File: src/rtl/fwd_scoreboard.sv
// Scoreboard-driven bypass network: tracks in-flight destination registers and
// result-ready countdowns, selects forwarded operands and raises decode stalls.
module fwd_scoreboard #(
    parameter int DW   = 32,
    parameter int AW   = 5,
    parameter int NRP  = 3,
    parameter int NSTG = 3,
    parameter int TW   = 2
) (
    input  logic                clk,
    input  logic                reset,
    input  logic                flush,
    input  logic                iss_valid,
    input  logic                iss_we,
    input  logic [AW-1:0]       iss_waddr,
    input  logic [TW-1:0]       iss_tnew,
    input  logic [NRP*AW-1:0]   rd_addr,
    input  logic [NRP*TW-1:0]   rd_tuse,
    input  logic [NRP*DW-1:0]   rf_data,
    input  logic [NSTG*DW-1:0]  stg_data,
    output logic [NRP*DW-1:0]   fwd_data,
    output logic [NRP-1:0]      fwd_hit,
    output logic                stall,
    output logic [31:0]         stall_cnt
);

    logic          ent_v    [NSTG];
    logic [AW-1:0] ent_addr [NSTG];
    logic [TW-1:0] ent_tnew [NSTG];

    logic [NRP-1:0] m_found;
    logic [TW-1:0]  m_tnew [NRP];
    logic [DW-1:0]  m_data [NRP];
    logic [NRP-1:0] port_req;
    logic           issue_v;

    // Youngest match wins: scan from stage 0 and latch the first hit only.
    always_comb begin
        m_found = '0;
        for (int unsigned p = 0; p < NRP; p++) begin
            m_tnew[p] = '0;
            m_data[p] = '0;
            for (int unsigned k = 0; k < NSTG; k++) begin
                if (!m_found[p] && ent_v[k] && (rd_addr[p*AW +: AW] != '0) &&
                    (ent_addr[k] == rd_addr[p*AW +: AW])) begin
                    m_found[p] = 1'b1;
                    m_tnew[p]  = ent_tnew[k];
                    m_data[p]  = stg_data[k*DW +: DW];
                end
            end
        end
    end

    always_comb begin
        fwd_data = rf_data;
        fwd_hit  = '0;
        port_req = '0;
        for (int unsigned p = 0; p < NRP; p++) begin
            if (m_found[p] && (m_tnew[p] == '0)) begin
                fwd_data[p*DW +: DW] = m_data[p];
                fwd_hit[p]           = 1'b1;
            end
            port_req[p] = m_found[p] && (m_tnew[p] > rd_tuse[p*TW +: TW]);
        end
    end

    assign stall   = iss_valid && (|port_req);
    assign issue_v = iss_valid && !stall && iss_we && (iss_waddr != '0);

    always_ff @(posedge clk) begin
        if (!reset) begin
            stall_cnt <= '0;
            for (int unsigned k = 0; k < NSTG; k++) begin
                ent_v[k]    <= 1'b0;
                ent_addr[k] <= '0;
                ent_tnew[k] <= '0;
            end
        end else begin
            if (stall && (stall_cnt != '1))
                stall_cnt <= stall_cnt + 32'd1;
            if (flush) begin
                for (int unsigned k = 0; k < NSTG; k++)
                    ent_v[k] <= 1'b0;
            end else begin
                ent_v[0]    <= issue_v;
                ent_addr[0] <= iss_waddr;
                ent_tnew[0] <= iss_tnew;
                for (int unsigned k = 1; k < NSTG; k++) begin
                    ent_v[k]    <= ent_v[k-1];
                    ent_addr[k] <= ent_addr[k-1];
                    ent_tnew[k] <= (ent_tnew[k-1] == '0) ? '0 : ent_tnew[k-1] - TW'(1);
                end
            end
        end
    end

endmodule
File: config.mk
export PLATFORM = sky130hd
export DESIGN_NAME = fwd_scoreboard
export DESIGN_NICKNAME = d
export VERILOG_FILES = /design/src/rtl/fwd_scoreboard.sv
export SDC_FILE = /design/constraint.sdc
export NUM_CORES = 1
export LEC_CHECK = 0
export ABC_AREA = 0
export CORE_AREA = 5 5 137 139
export CTS_BUF_LIST = sky130_fd_sc_hd__clkbuf_8 sky130_fd_sc_hd__clkbuf_16
export DETAILED_ROUTE_END_ITERATION = 6
export DIE_AREA = 0 0 142 144
export GPL_ROUTABILITY_DRIVEN = 0
export PLACE_DENSITY = 0.79
export SETUP_SLACK_MARGIN = 0.4
export SYNTH_ARGS = -nofsm -noshare
export SYNTH_HDL_FRONTEND = slang
export SYNTH_SLANG_ARGS = --single-unit
File: constraint.sdc
create_clock -name clk -period 7.5 [get_ports clk]
set_clock_uncertainty 0.15 [all_clocks]
set_input_delay 1.5 -clock clk [delete_from_list [all_inputs] [get_ports clk]]
set_output_delay 1.5 -clock clk [all_outputs]
set_load 0.05 [all_outputs]
======== Word level (Yosys, flattened, before mapping) ========
Memory sizes are Yosys's and may differ from the RTL's.
Index checks and enable logic that the tools add are counted.
operators by class
  bitwise logic cells ..................... 12
  mux-type cells .......................... 54
  magnitude comparators ................... 3
  reduce and logical (&&, ||, !) cells .... 52
  equal/unequal tests ..................... 10
  $mul .................................... 0
  divide/modulo/power cells ............... 0
  add/subtract/negate cells ............... 3
  shifts and indexed selects .............. 0
operator list
  cell                                                                 count
  32-bit two-way mux                                                   12
  5-bit == test                                                        9
  1-bit logical AND                                                    35
  32-bit by 1-bit adder with 32-bit output (second input constant)     1
  32-bit inequality test (second input constant)                       1
  2-bit two-way mux                                                    14
  1-bit two-way mux                                                    25
  5-bit nonzero test                                                   4
  5-bit two-way mux                                                    3
  1-bit OR                                                             12
  2-bit logical NOT                                                    5
  1-bit logical NOT                                                    7
  2-bit > comparator                                                   3
  2-bit by 1-bit subtractor with 2-bit output (second input constant)  2
  3-bit OR reduction                                                   1
storage, ports and cells
  RAM bits ................................ 24
  memories kept ........................... 3
  flip-flop bits (word level) ............. 32
  bits in latches ......................... 0
  ROM bits ................................ 0
  input bits .............................. 225
memories
  memory    depth  bits a word  read ports  clocked after Yosys merged registers in  write ports  RTL line  RTL
  ent_addr  3      5            3           0                                        3            28        logic [AW-1:0] ent_addr [NSTG];
  ent_tnew  3      2            3           0                                        3            29        logic [TW-1:0] ent_tnew [NSTG];
  ent_v     3      1            3           0                                        3            27        logic ent_v [NSTG];

======== Logic depth before layout (Yosys ltp) ========
  depth in word-level cells ............... 23
  mapped depth ............................ 17

======== Least setup slack after synthesis ========
No wires, ideal clock.
  kind .................................... input-to-output
  start ................................... in rd_addr[6]
  end ..................................... out stall
  data arrival time ....................... 4.413 ns
  data required time ...................... 5.850 ns
  path buffers ............................ 3
  setup slack ............................. 1.437 ns
  stages on the path ...................... 14
  cell sequence ........................... or4_4 -> nor2_4 -> nor4_4 -> nor3_4 -> clkbuf_1 -> a22oi_1 -> o21a_1 -> ha_1 -> a21oi_1 -> o31a_1 -> o31ai_4 -> buf_6 -> buf_6 -> inv_1
on the way
  word-level cells in the longest chain between the ends .. 18
  elaborated cells on any way between the ends .. 24
  classes of those cells .................. 1 x order compare; 3 x eq/ne; 6 x mux; 14 x reduce/logical
RTL lines
  what                            RTL line  RTL
  start: declaration              17        input logic [NRP*AW-1:0] rd_addr,
  5-bit nonzero test              44        if (!m_found[p] && ent_v[k] && (rd_addr[p*AW +: AW] != '0) &&
  1-bit logical AND (2 in a row)  44
  1-bit two-way mux               44
  1-bit logical NOT               44
  1-bit logical AND (3 in a row)  44
  1-bit two-way mux               44
  1-bit logical NOT               44
  1-bit logical AND (3 in a row)  44
  2-bit two-way mux               44
  2-bit > comparator              63        port_req[p] = m_found[p] && (m_tnew[p] > rd_tuse[p*TW +: TW]);
  1-bit logical AND (*)           63
  3-bit OR reduction (*)          67        assign stall = iss_valid && (|port_req);
  1-bit logical AND (*)           67
  end: declaration                23        output logic stall,
Every way passes the cells marked *; elsewhere a longest branch is shown, timed or not.

======== Final worst setup path ========
  start ................................... in rd_addr[3]
  end ..................................... out fwd_data[31]
on the way
  word-level cells in the longest chain between the ends .. 17
  elaborated cells on any way between the ends .. 26
  classes of those cells .................. 3 x eq/ne; 10 x mux; 13 x reduce/logical
RTL lines
  what                            RTL line  RTL
  5-bit nonzero test              44
  1-bit logical AND (2 in a row)  44
  1-bit two-way mux               44
  1-bit logical NOT               44
  1-bit logical AND (3 in a row)  44
  1-bit two-way mux               44
  1-bit logical NOT               44
  1-bit logical AND (3 in a row)  44
  2-bit two-way mux               44
  2-bit logical NOT               59        if (m_found[p] && (m_tnew[p] == '0)) begin
  1-bit logical AND               59
  32-bit two-way mux (*)          59
  end: declaration                21        output logic [NRP*DW-1:0] fwd_data,
Marks and branches as above.

==> reports/results.ini <==
[pwr]
switchingPower_mw=0.3912
p_sw_share_pct=36.35
power_frac_comb_pct=46.3
total_power_mw=1.076
seq_power_share_pct=31.8
p_per_area_nw_per_um2=103.1
p_int_mw=0.6848
p_leak_nw=3.403
clkPwrFrac_pct=21.9
vdd_drop_max_mv=0.08507

[logic_synthesis]
ys_top_cells_by_area=mux2_2 (11%), a22oi_1 (11%), edfxtp_1 (11%)
ys_async_sr_fraction_pct=0
ys_seq_area_share_pct=20.56
synth.most_common_cell=nand2_1
post_synth_num_cell_types=57
syn_area_um2=6623
synthTopCellsByCount=nand2_1 (124), a22oi_1 (97), o21ai_0 (97)
ys.flop_type=dfxtp_1
synth_warnings=0
syn_inst=838
synth_edf_count=24
syn_area_per_cell_um2=7.903
synth_area_leader_cell=mux2_2
ys_seq_elements=56
synth_top_area_share_pct=11.39

[worst_setup_path]
crit_arrival_ns=5.26
worstSetupEndpointType=output pin
cpMostUsedCell=clkdlybuf4s50_1
path_class=in -> out
path_cells=clkdlybuf4s50_1 -> or4_1 -> nor2_2 -> nor4_2 -> buf_4 -> a22oi_1 -> o21ai_0 -> mux2_2 -> clkdlybuf4s50_1
cp.required_ns=5.85
critPathMaxFanout=32
start_kind=input pin
critPathSlowestCell=clkdlybuf4s50_1
critPathMaxStageDelay_ns=0.80

[global_route]
grt_overflow_total=0
grt_util_all_layers_pct=27.00
antenna_found_initial=11
grt_max_degree=65
grt_pass1_vias=7520
grt_pass1_wl_um=43840

[detailed_routing]
wl_per_cell_um=21.62
avgViaCountPerCell=5.733
vias=7935
drt-pass1-iter-count=5
drc=0
wirelength_um=29920
first_iter_violations=577
antenna_left=0

[final_layout]
drive_above_1_share_pct=12.79
final_cells=1384
fill_cells=1580
area_growth_pct=57.53
nets=1382
finish.utilization_pct=59.50
post-route-cell-area_um2=10430

[cts]
postCtsSetupBuffers=0
cts.sinks=56
cts_root_buffer=clkbuf_16
cts_resized=0
cts-htree-levels=2
clkTransAtPathRegs_ns=0.08
cts_buffers=5
ctsHoldBuffers=0
clk_latency_ns=0.29
cts_buffer_depth=2
cts_tree=built

[hold_path]
hold_path.class=reg -> reg

[timing]
worst_pin_slew_ns=1.256
fin_crit_sh_pct=92.08
setup_tns_ns=0
maxSlewViolCount=0
hold_ws_ns=0.3417
min_period_ns=6.906
setup_violations=0
rsz0062_at_grt=no
relSlewSlack_pct=16.28
final_hold_viol_count=0
fin_ws_ns=0.5943
max_freq_mhz=144.8

[placed_design]
port_buffers=356
dp_hpwl_um=24020
postPlaceCellArea_um2=10260
dp.cells=1370
post-place-ws_ns=0.5503

[status]
outcome=finished clean

[floorplan]
fp.coreArea_um2=17530
start_util_pct=37.77
chipHeight_um=144
die_w_um=142
io_pins=357
rows=49
dieArea_um2=20450

[job]
cap_violations=0

==> sequential cells by signal (all words and copies together), names as in the netlist <==
name and cells:
ent_addr 15, ent_v 3, stall_cnt 32, ent_tnew 6
==> area by class of cell <==
cell class	instances	area (um^2)	area share [%]
flip-flops and latches	56	1361	13.05
clock inverters	3	26.28	0.2519
diodes	6	15.01	0.1439
inverters	13	48.80	0.4677
repair buffers	374	3676	35.24
multi-input cells	698	4893	46.91
well taps	229	286.5	2.746
clock buffers	5	125.1	1.199
==> path summary, 6_finish.rpt <==
kind | from | endpoint | slack (ns) | cells after the start
setup / recovery | rd_addr[3] | fwd_data[31] | 0.59 | 9
hold / removal | stall_cnt[21]$_SDFFE_PN0P_ | stall_cnt[21]$_SDFFE_PN0P_ | 0.34 | 2
setup reg to reg | ent_addr[0][8]$_SDFFCE_PN0P_ | stall_cnt[9]$_SDFFE_PN0P_ | 3.40 | 12
hold reg to reg | stall_cnt[21]$_SDFFE_PN0P_ | stall_cnt[21]$_SDFFE_PN0P_ | 0.34 | 2
==> routing by layer <==
| metal | vias up | share of wire (%) | GRT usage, % |
|---|---|---|---|
| li1 | 3771 | - | - |
| met1 | 3680 | 39 | 34.34 |
| met2 | 402 | 47 | 42.48 |
| met3 | 68 | 11 | 9.788 |
| met4 | 14 | 3.1 | 9.242 |
| met5 | - | 0.30 | 0 |
==> kinds of logic (layout without fill, tap and decap cells) <==
kind of cell	count (synthesis)	after routing	share of synthesized area, %
buffers and inverters	86	395	6.405
XOR/XNOR	45	45	5.951
adder cells (fa/ha/maj)	9	9	1.700
flip-flops	56	56	20.56
other	1	9	0.05662
multiplexers	106	106	17.83
AO/OA/AOI/OAI	263	263	25.73
AND/OR/NAND/NOR	272	272	21.76
==> critical path, delay by kind of cell <==
kind,cells,cell delay [ns]
buf+inv,3,1.88
mux,1,0.26
compound gates,2,0.60
simple gates,3,0.97
==> placed cells by master, fill, tap and decap left out, types with 11 or more instances in the layout <==
cell type | Yosys | routed
a21oi_1 | 23 | 23
a22oi_1 | 97 | 97
and2_1 | 22 | 22
buf_4 | 3 | 47
clkdlybuf4s50_1 | 0 | 322
dfxtp_1 | 32 | 32
edfxtp_1 | 24 | 24
inv_1 | 12 | 12
mux2_1 | 29 | 29
mux2_2 | 67 | 67
nand2_1 | 124 | 124
nand2b_1 | 15 | 15
nand3_1 | 11 | 11
nand4_1 | 19 | 19
nor4_1 | 13 | 11
o21ai_0 | 97 | 97
o31ai_1 | 12 | 12
or4_1 | 16 | 16
xnor2_1 | 35 | 35
==> power groups by stage <==
stage               Sequential (mW)  Combinational [mW]  Clock (mW)
finish                        0.343               0.498       0.235
global route                  0.344               0.522       0.254
CTS                           0.342               0.497       0.242
detailed placement            0.349               0.495           0
global placement              0.349               0.489           0
floorplan                     0.344               0.260           0
Power figures use the tool's default switching activity.
